==> config.mk <==
export PLATFORM = sky130hd
export DESIGN_NAME = usr_reg_capture
export DESIGN_NICKNAME = d
export VERILOG_FILES = /design/src/rtl/usr_reg_pkg.sv /design/src/rtl/usr_reg_sync.sv /design/src/rtl/usr_reg_capture.sv
export SDC_FILE = /design/constraint.sdc
export NUM_CORES = 1
export LEC_CHECK = 0
export BUFFER_PORTS_ARGS = -buffer_cell sky130_fd_sc_hd__buf_4
export CORE_UTILIZATION = 55
export DETAILED_ROUTE_END_ITERATION = 10
export GPL_ROUTABILITY_DRIVEN = 0
export GPL_TIMING_DRIVEN = 0
export PLACE_DENSITY = 0.84
export SETUP_SLACK_MARGIN = 0.3
export SLEW_MARGIN = 0
export SYNTH_ARGS = -nofsm -noshare
export SYNTH_HDL_FRONTEND = slang
export SYNTH_HIERARCHICAL = 1
export SYNTH_SLANG_ARGS = --single-unit
==> constraint.sdc <==
create_clock -name aclk -period 4.8 [get_ports aclk]
set_clock_uncertainty 0.05 [all_clocks]
set_input_delay 0.48 -clock aclk [delete_from_list [all_inputs] [get_ports aclk]]
set_output_delay 0.48 -clock aclk [all_outputs]
set_load 0.01 [all_outputs]
==> src/rtl/usr_reg_pkg.sv <==
// Shared definitions for the USR_ACCESS user-word capture block.
// Holds the capture state encoding and the version-field bit positions.
`timescale 1ns/1ps
package usr_reg_pkg;

    typedef enum logic [1:0] {
        WAIT_VALID = 2'd0,
        SAMPLE     = 2'd1,
        DONE       = 2'd2,
        FAULT      = 2'd3
    } state_t;

    localparam int MAJOR_MSB = 31;
    localparam int MAJOR_LSB = 24;
    localparam int MINOR_MSB = 23;
    localparam int MINOR_LSB = 16;
    localparam int BUILD_MSB = 15;
    localparam int BUILD_LSB = 0;

endpackage

==> src/rtl/usr_reg_sync.sv <==
// Parameterised single-bit synchroniser for asynchronous level signals.
// The flops are tagged so placement keeps the chain tight.
`timescale 1ns/1ps
module usr_reg_sync #(
    parameter int STAGES = 2
) (
    input  logic clk,
    input  logic rst,
    input  logic i_d,
    output logic o_q
);

    (* ASYNC_REG = "TRUE" *) logic [STAGES-1:0] r_sync;

    always_ff @(posedge clk) begin
        if (rst) begin
            r_sync <= '0;
        end else begin
            r_sync <= {r_sync[STAGES-2:0], i_d};
        end
    end

    assign o_q = r_sync[STAGES-1];

endmodule

==> src/rtl/usr_reg_capture.sv <==
// Captures the bitstream user word once it has been stable for STABLE_COUNT
// samples after ConfigValid; faults if no capture lands within TIMEOUT_CYCLES.
`timescale 1ns/1ps
module usr_reg_capture
    import usr_reg_pkg::*;
#(
    parameter int SYNC_STAGES    = 2,
    parameter int STABLE_COUNT   = 4,
    parameter int TIMEOUT_CYCLES = 1000000
) (
    input  logic        aclk,
    input  logic        reset,
    input  logic [31:0] Usr_Reg_Data,
    input  logic        ConfigValid,
    input  logic        Capture_Req,
    output logic [31:0] Captured_Data,
    output logic [7:0]  Version_Major,
    output logic [7:0]  Version_Minor,
    output logic [15:0] Build_Number,
    output logic        Data_Valid,
    output logic        Timeout,
    output logic        Busy
);

    localparam int TW = $clog2(TIMEOUT_CYCLES + 1);
    localparam logic [TW-1:0] TMO_LIMIT = TW'(TIMEOUT_CYCLES);
    localparam logic [7:0]    STB_LIMIT = 8'(STABLE_COUNT);

    function automatic logic [TW-1:0] sat_inc(input logic [TW-1:0] v);
        return (v == TMO_LIMIT) ? v : v + 1'b1;
    endfunction

    state_t         r_state;
    logic [31:0]    r_held;
    logic [31:0]    r_captured;
    logic [7:0]     r_stab_cnt;
    logic [TW-1:0]  r_tmo_cnt;
    logic           r_data_valid;
    logic           r_timeout;
    logic           r_busy;

    logic           w_valid_s;
    logic           w_reload;
    logic [7:0]     w_stab_next;
    logic [TW-1:0]  w_tmo_next;
    logic           w_stab_done;
    logic           w_tmo_hit;

    usr_reg_sync #(
        .STAGES (SYNC_STAGES)
    ) u_sync (
        .clk (aclk),
        .rst (reset),
        .i_d (ConfigValid),
        .o_q (w_valid_s)
    );

    // A zero count marks the first sample after entering SAMPLE.
    assign w_reload    = (r_stab_cnt == 8'd0) || (Usr_Reg_Data != r_held);
    assign w_stab_next = w_reload ? 8'd1 : r_stab_cnt + 8'd1;
    assign w_stab_done = w_valid_s && (w_stab_next == STB_LIMIT);
    assign w_tmo_next  = sat_inc(r_tmo_cnt);
    assign w_tmo_hit   = (w_tmo_next == TMO_LIMIT);

    // Held sample is pure data: the zero stability count forces a reload.
    always_ff @(posedge aclk) begin
        if (r_state == SAMPLE && w_valid_s && w_reload) begin
            r_held <= Usr_Reg_Data;
        end
    end

    always_ff @(posedge aclk) begin
        if (reset) begin
            r_state      <= WAIT_VALID;
            r_captured   <= '0;
            r_stab_cnt   <= '0;
            r_tmo_cnt    <= '0;
            r_data_valid <= 1'b0;
            r_timeout    <= 1'b0;
            r_busy       <= 1'b1;
        end else begin
            case (r_state)
                WAIT_VALID, SAMPLE: begin
                    r_tmo_cnt  <= w_tmo_next;
                    r_stab_cnt <= '0;
                    if (r_state == SAMPLE && w_valid_s) begin
                        r_stab_cnt <= w_stab_next;
                    end
                    // Completing the stability window beats the timeout.
                    if (r_state == SAMPLE && w_stab_done) begin
                        r_captured   <= Usr_Reg_Data;
                        r_data_valid <= 1'b1;
                        r_busy       <= 1'b0;
                        r_state      <= DONE;
                    end else if (w_tmo_hit) begin
                        r_captured <= '0;
                        r_timeout  <= 1'b1;
                        r_busy     <= 1'b0;
                        r_state    <= FAULT;
                    end else if (w_valid_s) begin
                        r_state <= SAMPLE;
                    end else begin
                        r_state <= WAIT_VALID;
                    end
                end
                DONE, FAULT: begin
                    if (Capture_Req) begin
                        r_data_valid <= 1'b0;
                        r_timeout    <= 1'b0;
                        r_stab_cnt   <= '0;
                        r_tmo_cnt    <= '0;
                        r_busy       <= 1'b1;
                        r_state      <= WAIT_VALID;
                    end
                end
                default: r_state <= WAIT_VALID;
            endcase
        end
    end

    assign Captured_Data = r_captured;
    assign Version_Major = r_captured[MAJOR_MSB:MAJOR_LSB];
    assign Version_Minor = r_captured[MINOR_MSB:MINOR_LSB];
    assign Build_Number  = r_captured[BUILD_MSB:BUILD_LSB];
    assign Data_Valid    = r_data_valid;
    assign Timeout       = r_timeout;
    assign Busy          = r_busy;

endmodule

==> summary.md <==
| Metric | Value |
|---|---|
| DRC errors left | `0` |
| CP most frequent cell | `clkbuf_1` |
| Clock root buffer | `clkbuf_8` |
| Critical-path maximum fanout | `10` |
| Slew @ Worst Pin | `891 ps` |
| Worst hold path class | `input pin to register` |
| Drt total wl | `11400 µm` |
| Pin count of the biggest net entering global routing | `21` |
| Setup crit start kind | `register` |
| Clock sink total | `99` |
| WHS | `220 ps` |
| Leakage | `0.00232 µW` |
| Dpl ws | `1420 ps` |
| DRT Pass-1 Iters | `5` |
| Register-to-Register Path Depth | `9` |
| Layout fillers | `613` |
| Die Span X | `95.0 µm` |
| Seq cells post-synth | `99` |
| Number of cell rows | `33` |
| Area contributors post-synth | `dfxtp_1, edfxtp_1, xnor2_1` |
| Clock Latency Late Sink | `380 ps` |
| Detailed placer's ending HPWL | `8520 µm` |
| Core ar. | `8300 µm²` |
| Sequential cell area fraction in the yosys report | `48.4%` |
| Synthesized cell area | `4750 µm²` |
| Crit path cell chain | `xnor2_1 > nand4_1 > nor4_1 > nand2_1 > or3_1 > clkbuf_1 > nor3_1 > clkbuf_1 > a22o_1` |
| Initial antenna violation count | `0` |
| Share of layout cells above drive strength 1 | `28.5%` |
| R2r setup slk | `1500 ps` |
| Vias in the first global route | `3719` |
| DR vias | `3961` |
| Setup ws final | `1500 ps` |
| Crit-path slowest cell | `nor3_1` |
| End of the critical path | `Captured_Data[17]` |
| Max Cap Viol | `0` |
| Fin crit period | `3300 ps` |
| Vias per Instance | `5.64` |
| CP startpoint | `r_held[14]` |
| Post-DP Area | `5670 µm²` |
| WS Path Type | `register to register` |
| Final hold vios | `0` |
| Post-route clock period utilization | `68.8%` |
| ANT nets after route | `0` |
| Final Max Tran Viols | `0` |
| Endpoints failing setup | `0` |
| Power Density | `254 nW/µm²` |
| CP endpoint kind | `register` |
| TritonCTS clock tree | `built` |
| Post-synth top area share | `28.2%` |
| Worst path arrival time | `3560 ps` |
| Clock-pin slew on the worst setup and hold paths | `110 ps` |
| Worst-case clock buffer depth | `2` |
| Syn Area/Cell | `9.94 µm²` |
| Capture point of the worst reg-to-reg path | `Captured_Data[17]` |
| Resized cells post-CTS | `0` |
| Max IR drop VDD | `0.139 mV` |
| Final net count | `632` |
| WP data required | `5060 ps` |
| Asr flop ratio synth | `0%` |
| Port Buffers | `102` |
| Global Route Usage Sum | `26.3%` |
| Fmax | `303 MHz` |
| Unique cell type count in the Yosys netlist | `48` |
| First-pass GRT wire length | `18100 µm` |
| Dominant synthesized flop cell | `dfxtp_1` |
| Area grow syn2layout | `23.5%` |
| Largest stage delay on the critical path | `580 ps` |
| Initial Utilization | `57.3%` |
| Synth Warn # | `6` |
| Cells after Synth | `478` |
| Per-cell routed wire length | `16.2 µm` |
| H-tree lvl count | `3` |
| Status | `finished clean` |
| Pwr Total | `1490 µW` |
| Post-Syn Nets | `518` |
| Cell accounting for the most synthesized area | `dfxtp_1` |
| Post-route cell area | `5870 µm²` |
| Rel. slew slack | `40.5%` |
| Die ar. | `9020 µm²` |
| Setup TNS | `0 ps` |
| Die Ht | `95.0 µm` |
| Total CTS buffers | `9` |
| Post-CTS setup buffer count | `0` |
| Initial drt markers | `240` |
| RR Startpoint | `r_held[14]` |
| Post-synth EDFFs | `32` |
| Boundary Pins | `103` |
| Diodes inserted | `0` |
| GR Overflow Total | `0` |
| RSZ-0062 raised after global routing | `no` |
| CTS Hold Buffers Added | `0` |
==> flip-flops by register name, indices dropped and copies added, names as in the netlist <==
name	count
r_held	32
r_state	2
Captured_Data	32
r_tmo_cnt	20
Busy	1
r_stab_cnt	8
Timeout	1
u_sync/r_sync	2
Data_Valid	1
==> cell usage after synthesis, types with 4 or more instances <==
| library cell | n |
|---|---|
| edfxtp_1 | 32 |
| nor4_1 | 5 |
| a21oi_1 | 30 |
| inv_1 | 9 |
| a22o_1 | 32 |
| nor2_1 | 54 |
| ha_1 | 4 |
| dfxtp_1 | 67 |
| xnor2_1 | 44 |
| nand3_1 | 16 |
| or3_1 | 7 |
| o22a_1 | 8 |
| o21ai_0 | 10 |
| nand4_1 | 15 |
| nor3_1 | 6 |
| clkbuf_1 | 18 |
| nand2_1 | 28 |
| nor2b_1 | 5 |
| xor2_1 | 7 |
| and3_1 | 4 |
| buf_4 | 34 |
==> per-layer routing <==
metal / up-vias / GRT usage, % / wire length, µm
met5: - / 0 / 0
met4: 0 / 9.34 / 140
met3: 12 / 3.95 / 760
met2: 160 / 46.6 / 5830
met1: 1894 / 32.4 / 4650
li1: 1895 / - / -
==> worst min path at each step <==
stage	from	endpoint	slack [ps]	cells after the start
3_3_place_gp	u_sync/r_sync[0]	u_sync/r_sync[1]	370	1
5_1_grt	reset	u_sync/r_sync[1]	220	2
3_5_place_dp	u_sync/r_sync[0]	u_sync/r_sync[1]	370	1
4_1_cts	reset	u_sync/r_sync[1]	210	2
6_report	reset	u_sync/r_sync[1]	220	2
2_1_floorplan	u_sync/r_sync[0]	u_sync/r_sync[1]	360	1
==> cell type report <==
class / count / area (µm²) / area share [%]
clock inverters: 7 / 78.8 / 1.34
plain buffers: 58 / 372 / 6.33
clock buffers: 9 / 124 / 2.11
multi-input cells: 312 / 2050 / 34.9
flip-flops and latches: 99 / 2300 / 39.2
inverters: 9 / 33.8 / 0.576
well taps: 105 / 131 / 2.24
repair buffers: 103 / 781 / 13.3
==> critical path: cells and delay by family, from the launching register on <==
family                 cells  cell delay [ps]
AND/OR/NAND/NOR            5             1640
buffers and inverters      2              730
flip-flops                 1              400
AO/OA/AOI/OAI              1              230
XOR/XNOR                   1              190
==> stage by stage <==
step / utilization [%] / cells
3_3_place_gp: 68.1 / 685
6_report: 70.7 / 702
3_5_place_dp: 68.3 / 686
4_1_cts: 70.7 / 702
2_1_floorplan: - / 478
5_1_grt: 70.7 / 702
==> where the power goes <==
group	total, µW	leakage, µW	switching [µW]	internal [µW]
Clock	533	0.000103	326	207
Combinational	88.5	0.00139	46.0	42.4
Sequential	872	0.000828	4.89	867
Total	1490	0.00232	377	1120
==> cells by family (layout without fill, tap and decap cells) <==
group	after synthesis	after routing	share of synthesized area, %
fa+ha+maj	4	4	1.05
compound gates	92	92	13.7
mux	3	3	0.737
buf+inv	67	186	8.53
xor+xnor	51	51	9.40
flops	99	99	48.4
simple gates	162	162	18.1
==> placed cells by master (no fill, tap or decap), types with 10 or more instances in the layout <==
cell,n
a21oi_1,30
clkbuf_1,18
nand2_1,28
nand4_1,15
a22o_1,32
nand3_1,16
o21ai_0,10
xnor2_1,44
edfxtp_1,32
nor2_1,53
buf_4,136
dfxtp_1,67
Power figures use the tool's default switching activity.
